$ cat src/rtl/fifo_pkg.sv
// Shared FIFO definitions: word width, word type and default skid depth,
// common to the FIFO, its interface and the read-side adapter.
package fifo_pkg;

    localparam int DATA_WIDTH    = 8;
    localparam int BUF_DEPTH_DEF = 3;

    typedef logic [DATA_WIDTH-1:0] data_t;

endpackage

$ cat src/rtl/fifo_rd_skid_buf.sv
// Small circular buffer with push/pop, occupancy count and head data.
// Storage is cleared on reset, so the head word reads 0 out of reset.
module fifo_rd_skid_buf import fifo_pkg::*; #(
    parameter int  BUF_DEPTH = BUF_DEPTH_DEF,
    parameter type T         = data_t
) (
    input  logic                               clk,
    input  logic                               rst,
    input  logic                               i_push,
    input  T                                   i_data,
    input  logic                               i_pop,
    output logic [$clog2(BUF_DEPTH+1)-1:0]     o_count,
    output T                                   o_data
);

    localparam int PW = $clog2(BUF_DEPTH);
    localparam int CW = $clog2(BUF_DEPTH+1);
    localparam logic [PW-1:0] LAST = PW'(BUF_DEPTH-1);

    T              r_mem [BUF_DEPTH];
    logic [PW-1:0] r_wr_ptr;
    logic [PW-1:0] r_rd_ptr;
    logic [CW-1:0] r_count;

    always_ff @(posedge clk) begin
        if (rst) begin
            for (int i = 0; i < BUF_DEPTH; i++) r_mem[i] <= '0;
            r_wr_ptr <= '0;
            r_rd_ptr <= '0;
            r_count  <= '0;
        end else begin
            if (i_push) begin
                r_mem[r_wr_ptr] <= i_data;
                r_wr_ptr        <= (r_wr_ptr == LAST) ? '0 : r_wr_ptr + 1'b1;
            end
            if (i_pop) r_rd_ptr <= (r_rd_ptr == LAST) ? '0 : r_rd_ptr + 1'b1;
            // push and pop together leave occupancy unchanged
            case ({i_push, i_pop})
                2'b10:   r_count <= r_count + 1'b1;
                2'b01:   r_count <= r_count - 1'b1;
                default: r_count <= r_count;
            endcase
        end
    end

    assign o_count = r_count;
    assign o_data  = r_mem[r_rd_ptr];

endmodule

$ cat src/rtl/fifo_rd_adapter.sv
// Drains a 1-cycle-latency FIFO read port into a valid/ready stream via a skid buffer.
// Optional FIFO_RD_ADAPTER_STATS_EN adds word_cnt (wrapping) and stall_cnt (saturating).
module fifo_rd_adapter #(
    parameter int DATA_WIDTH = fifo_pkg::DATA_WIDTH,
    parameter int BUF_DEPTH  = fifo_pkg::BUF_DEPTH_DEF,
    parameter int CNT_WIDTH  = 32
) (
    input  logic                  clk,
    input  logic                  rst,
    input  logic                  drain_en,
    output logic                  rd_en,
    input  logic                  empty,
    input  logic [DATA_WIDTH-1:0] data_out,
    output logic                  m_valid,
    input  logic                  m_ready,
    output logic [DATA_WIDTH-1:0] m_data
`ifdef FIFO_RD_ADAPTER_STATS_EN
    ,
    output logic [CNT_WIDTH-1:0]  word_cnt,
    output logic [CNT_WIDTH-1:0]  stall_cnt
`endif
);

    localparam int CW = $clog2(BUF_DEPTH+1);

    logic [CW-1:0] w_count;
    logic          w_pop;
    logic          r_rd_pend;

    // Reserve a slot for every read in flight so a returning word always fits;
    // m_ready is deliberately kept out of this path.
    assign rd_en = drain_en && !empty && !rst
                   && ((int'(w_count) + int'(r_rd_pend)) < BUF_DEPTH);

    always_ff @(posedge clk) begin
        if (rst) r_rd_pend <= 1'b0;
        else     r_rd_pend <= rd_en;
    end

    assign m_valid = (w_count != '0);
    assign w_pop   = m_valid && m_ready;

    fifo_rd_skid_buf #(
        .BUF_DEPTH (BUF_DEPTH),
        .T         (logic [DATA_WIDTH-1:0])
    ) u_buf (
        .clk     (clk),
        .rst     (rst),
        .i_push  (r_rd_pend),
        .i_data  (data_out),
        .i_pop   (w_pop),
        .o_count (w_count),
        .o_data  (m_data)
    );

`ifdef FIFO_RD_ADAPTER_STATS_EN
    logic [CNT_WIDTH-1:0] r_word_cnt;
    logic [CNT_WIDTH-1:0] r_stall_cnt;

    always_ff @(posedge clk) begin
        if (rst) begin
            r_word_cnt  <= '0;
            r_stall_cnt <= '0;
        end else begin
            if (w_pop) r_word_cnt <= r_word_cnt + 1'b1;
            if (m_valid && !m_ready && (r_stall_cnt != '1))
                r_stall_cnt <= r_stall_cnt + 1'b1;
        end
    end

    assign word_cnt  = r_word_cnt;
    assign stall_cnt = r_stall_cnt;
`endif

endmodule

$ cat config.mk
export PLATFORM = sky130hd
export DESIGN_NAME = fifo_rd_adapter
export DESIGN_NICKNAME = d
export VERILOG_FILES = /design/src/rtl/fifo_pkg.sv /design/src/rtl/fifo_rd_skid_buf.sv /design/src/rtl/fifo_rd_adapter.sv
export SDC_FILE = /design/constraint.sdc
export NUM_CORES = 1
export LEC_CHECK = 0
export ABC_CLOCK_PERIOD_IN_PS = 2550
export BUFFER_PORTS_ARGS = -buffer_cell sky130_fd_sc_hd__buf_2
export CORE_ASPECT_RATIO = 0.7
export CORE_MARGIN = 2
export CORE_UTILIZATION = 35
export CTS_CLUSTER_SIZE = 20
export DETAILED_ROUTE_END_ITERATION = 6
export HOLD_SLACK_MARGIN = 0.05
export PLACE_DENSITY = 0.62
export SLEW_MARGIN = 20
export SYNTH_ARGS = -nofsm -noshare
export SYNTH_HDL_FRONTEND = slang
export SYNTH_SLANG_ARGS = --single-unit
$ cat constraint.sdc
create_clock -name clk -period 2.55 [get_ports clk]
set_input_delay 0.51 -clock clk [delete_from_list [all_inputs] [get_ports clk]]
set_output_delay 0.51 -clock clk [all_outputs]
set_load 0.1 [all_outputs]
# After elaboration in Yosys (flattened, before gate mapping)
# Memory sizes are Yosys's and may differ from the RTL's. A register that Yosys moved wholly into a read port is not among the register bits.
# Cells that the tools add are included.
# Widths: inputs -> output; s select.
[op_classes]
shifts = 0
magnitude_cmp = 1
div_mod_pow = 0
mul = 0
n_bitwise = 0
add_sub_neg = 5
muxes = 13
eq_ne = 4
n_reduce_logical = 9
[ops]
columns = ["operator", "count"]
rows = [
  ["$mux 2", 5],
  ["$mux 8", 1],
  ["$reduce_or 8->1", 1],
  ["$add 2x1->2 const B", 3],
  ["$eq 2x2->1 const B", 3],
  ["$mux 1", 6],
  ["$logic_and 1x1->1", 4],
  ["$pmux 2 s2", 1],
  ["$reduce_bool 2->1", 2],
  ["$add 2x1->3", 1],
  ["$lt 3x2->1 const B", 1],
  ["$eq 2x1->1 const B", 1],
  ["$logic_not 1->1", 2],
  ["$sub 2x1->2 const B", 1],
]
[word_totals]
inputBits = 13
mem_bits_ro = 0
mem_bits_rw = 24
latchBits = 0
memories = 1
regBits = 7
[memory_table]
columns = ["memory", "depth", "word_bits", "rd", "rd_ports_with_merged_regs", "write_ports", "line", "text"]
rows = [
  ["u_buf.r_mem", 3, 8, 1, 1, 3, "fifo_rd_skid_buf.sv:20", "T r_mem [BUF_DEPTH];"],
]

# Longest topological paths before layout
[logic_depth]
depth_word = 5
ltp_mapped = 6

# By module
# A second synthesis with hierarchy kept.
[unflattened]
cells_unflattened = 115
hier_area_um2 = 1769.2
[modules_own_cells]
columns = ["module", "area_each_um2", "cells_per_inst", "n_inst"]
rows = [
  ["fifo_rd_skid_buf", 1691.6, 107, 1],
  ["fifo_rd_adapter", 77.6, 8, 1],
]

# Worst setup path after synthesis
# No wires, ideal clock.
[synth_timing]
kind = "reg2out"
start = "reg u_buf.r_count[0] (netlist: u_buf.o_count[0])"
end = "out rd_en"
path_slack_ns = -0.600
arrival_time_ns = 2.640
required_time_ns = 2.040
path_stages_with_launch = 5
path_cell_list = "dfxtp_1 > ha_1 > ha_1 > or4b_1 > a21oi_1"
[synth_between]
elab_chain_cells = 3
[synth_rtl]
columns = ["element", "line", "text"]
rows = [
  ["start: declaration", "fifo_rd_skid_buf.sv:23", "logic [CW-1:0] r_count;"],
  ["start signal: assignment", "fifo_rd_skid_buf.sv:39", "2'b10: r_count <= r_count + 1'b1;"],
  ["start signal: assignment", "fifo_rd_skid_buf.sv:40", "2'b01: r_count <= r_count - 1'b1;"],
  ["start signal: assignment", "fifo_rd_skid_buf.sv:41", "default: r_count <= r_count;"],
  ["$add 2x1->3", "fifo_rd_adapter.sv:33", "&& ((int'(w_count) + int'(r_rd_pend)) < BUF_DEPTH);"],
  ["$lt 3x2->1", "fifo_rd_adapter.sv:33", ""],
  ["$logic_and 1x1->1", "fifo_rd_adapter.sv:33", ""],
  ["end: declaration", "fifo_rd_adapter.sv:11", "output logic rd_en,"],
]
# Every way passes these cells.

# Worst setup path after layout
# Same ends and word-level chain as after synthesis.

==> impl_metrics.ini <==
[clocking]
postCtsSetupBuffers = 0
clock_latency_ps = 290
cts-buffers-inserted = 5
cts-root-buf = clkbuf_8
clk_pin_slew_ps = 80
ctsResizeCount = 0
cts_tree = yes
htree_levels = 2
clock_sinks = 41
clockBufferDepth = 2
hold_buffers = 0

[placement]
port_buffers = 22
place_ws_ps = 409
place_inst = 206
detailed_place.area_sq_um = 1960
dp_hpwl_microns = 2230
gp_congestion = 0.665

[sta]
slew_viol_final = 0
slew-limit-headroom_pct = 63.4
period_share_pct = 95.3
fin_skew_ps = 3.85
hold_viol_final = 0
final.min_clock_period_ps = 2430
worst_slack_ps = 120
worst_pin_slew_ps = 546
setup_tns_ps = 0
setup_violations = 0
fmax_mhz = 412
rsz0062_at_grt = false

[logic_synthesis]
synth_warnings = 0
synth.most_common_cell = edfxtp_1
synthTopCellsByArea = edfxtp_1 55%, dfxtp_1 10%, mux4_2 10%
syn_nets = 130
synth_edf_count = 32
synth_seq_cells = 41
async_reset_ff_share_pct = 0
yosys.area.top_type_share_pct = 55.5
syn_inst = 114
synth.top_cells.by_count = 32 x edfxtp_1, 24 x and2_1, 9 x dfxtp_1
yosys.area.top_type = edfxtp_1
synth_top_flop_cell = edfxtp_1
syn_avg_cell_area_sq_um = 15.2
netlist_area_sq_um = 1730
synth.distinct_cells = 26
yosysSeqAreaShare_pct = 65.9

[die]
die_area_sq_um = 5540
die_x_microns = 88.1
core_area_sq_um = 4780
initial_core_util_pct = 36.2
top_level_ports = 23
rows = 21
die_height_microns = 62.9

[drt]
ant_nets = 0
drcViolationCount = 0
dr.pass1.iters = 4
drtIter0Drc = 33
viasPerCell = 4.64
vias = 989
wl_microns = 3180
drt-wirelength-per-cell_microns = 14.9

[critical_path]
slowest_delay_ps = 500
path_buf_inv = 1
setup.worst_path.end_class = output pin
path_delay_family = simple AND/OR/NAND/NOR gates
arrival_ps = 1920
required_ps = 2040
crit_type = flip-flop to output pin
cp_slowest_cell = or4b_1
critPathMaxFanout = 5
cp-start-kind = flip-flop
path_cells = ha_1, ha_1, or4b_1, a21oi_2, buf_12
cpMostUsedCell = ha_1

[min_path]
worstHoldPathType = input port to flip-flop

[run]
maxCapViolations = 0

[final_layout]
fill_cells = 466
fin_nets = 160
syn_to_final_growth_pct = 18.1
stdcell_count = 213
seqCellArea_sq_um = 1140
multi_input_area_sq_um = 571
drive_gt1_share_pct = 31.3
antenna_cells = 0
final_cell_area_sq_um = 2040

[global_routing]
grt_pass1_wl_microns = 5180
antenna_found_initial = 0
track_usage_pct = 13.0
grt_pass1_vias = 1074
grt_overflow = 0
grt_max_degree = 14

[power_and_ir_drop]
ir_worst_vdd_uv = 249
p_per_area_nw_per_um2 = 731
total_leakage_power_uw = 0.000772

[status]
outcome = completed
[per-stage QoR]
stage               utilization (%)  total power (uW)  hold WS (ps)
finish                         42.8              1490           427
global route                   42.8              1560           420
CTS                            42.8              1510           420
detailed placement             41.1              1110           466
global placement               41.1              1110           465
floorplan                         -              1050           444
[final cells by class]
| cell class | instances | area share, % |
|---|---|---|
| inverters | 3 | 0.551 |
| clock buffers | 5 | 3.37 |
| well taps | 69 | 4.22 |
| repair buffers | 26 | 7.59 |
| flip-flops and latches | 41 | 55.8 |
| clock inverters | 2 | 0.551 |
| multi-input cells | 67 | 27.9 |
[state kept, by name, summed over array words and instances, names as in the netlist, named ones only]
name / count
u_buf.r_mem: 32
u_buf.o_count: 2
r_rd_pend: 1
u_buf.r_wr_ptr: 2
u_buf.r_rd_ptr: 2
[final timing paths]
path                                  startpoint                        endpoint  slack (ps)  depth (start not counted)
setup / recovery   u_buf.o_count[0]$_SDFFE_PP0P_                           rd_en         120                          5
hold / removal                       data_out[3]     u_buf.r_mem[3][3]$_DFFE_PP_         430                          1
setup reg to reg   u_buf.o_count[0]$_SDFFE_PP0P_   u_buf.o_count[1]$_SDFFE_PP0P_         920                          5
hold reg to reg   u_buf.r_wr_ptr[0]$_SDFFE_PP0P_  u_buf.r_wr_ptr[0]$_SDFFE_PP0P_         480                          2
[cell usage in the layout, fill, tap and decap left out, types with 2 or more instances in the layout]
master / n
dfxtp_1: 9
nor3_2: 2
nand2_1: 3
nor2_1: 5
buf_4: 4
ha_1: 3
o21bai_1: 2
clkbuf_8: 5
edfxtp_1: 32
buf_2: 21
a21oi_1: 4
nand2b_1: 4
or3_1: 2
inv_1: 2
and2_1: 24
mux4_2: 8
[worst reg2reg max path, stage by stage, from the launching register on]
cell     delay [ps]
dfxtp_1         360
o21ai_1         310
inv_1            90
ha_1            320
or3_1           350
a21oi_1         130
[report_power, final]
part           switching, uW  total [uW]  leakage, uW  internal, uW
Combinational            242         330     0.000340          88.0
Sequential              17.0         765     0.000394           748
Clock                    216         400    0.0000377           184
[logic make-up (layout without fill, tap and decap cells)]
family,after synthesis,in the layout,share of synthesized area [%]
and+or+nand+nor,43,43,15.0
DFF,41,41,65.9
muxes,10,10,11.6
AOI/OAI and AO/OA,9,9,2.89
buffers and inverters,6,36,1.37
adders and majority gates,3,3,2.17
xor gates and xnor gates,2,2,1.01
[per-layer routing]
metal  GRT usage (%)  part of all wire (%)
met5               0                     0
met4            3.98                  0.60
met3            4.62                   4.6
met2            20.8                    50
met1            16.4                    45
Note: power is estimated with default switching activity, not from simulation.
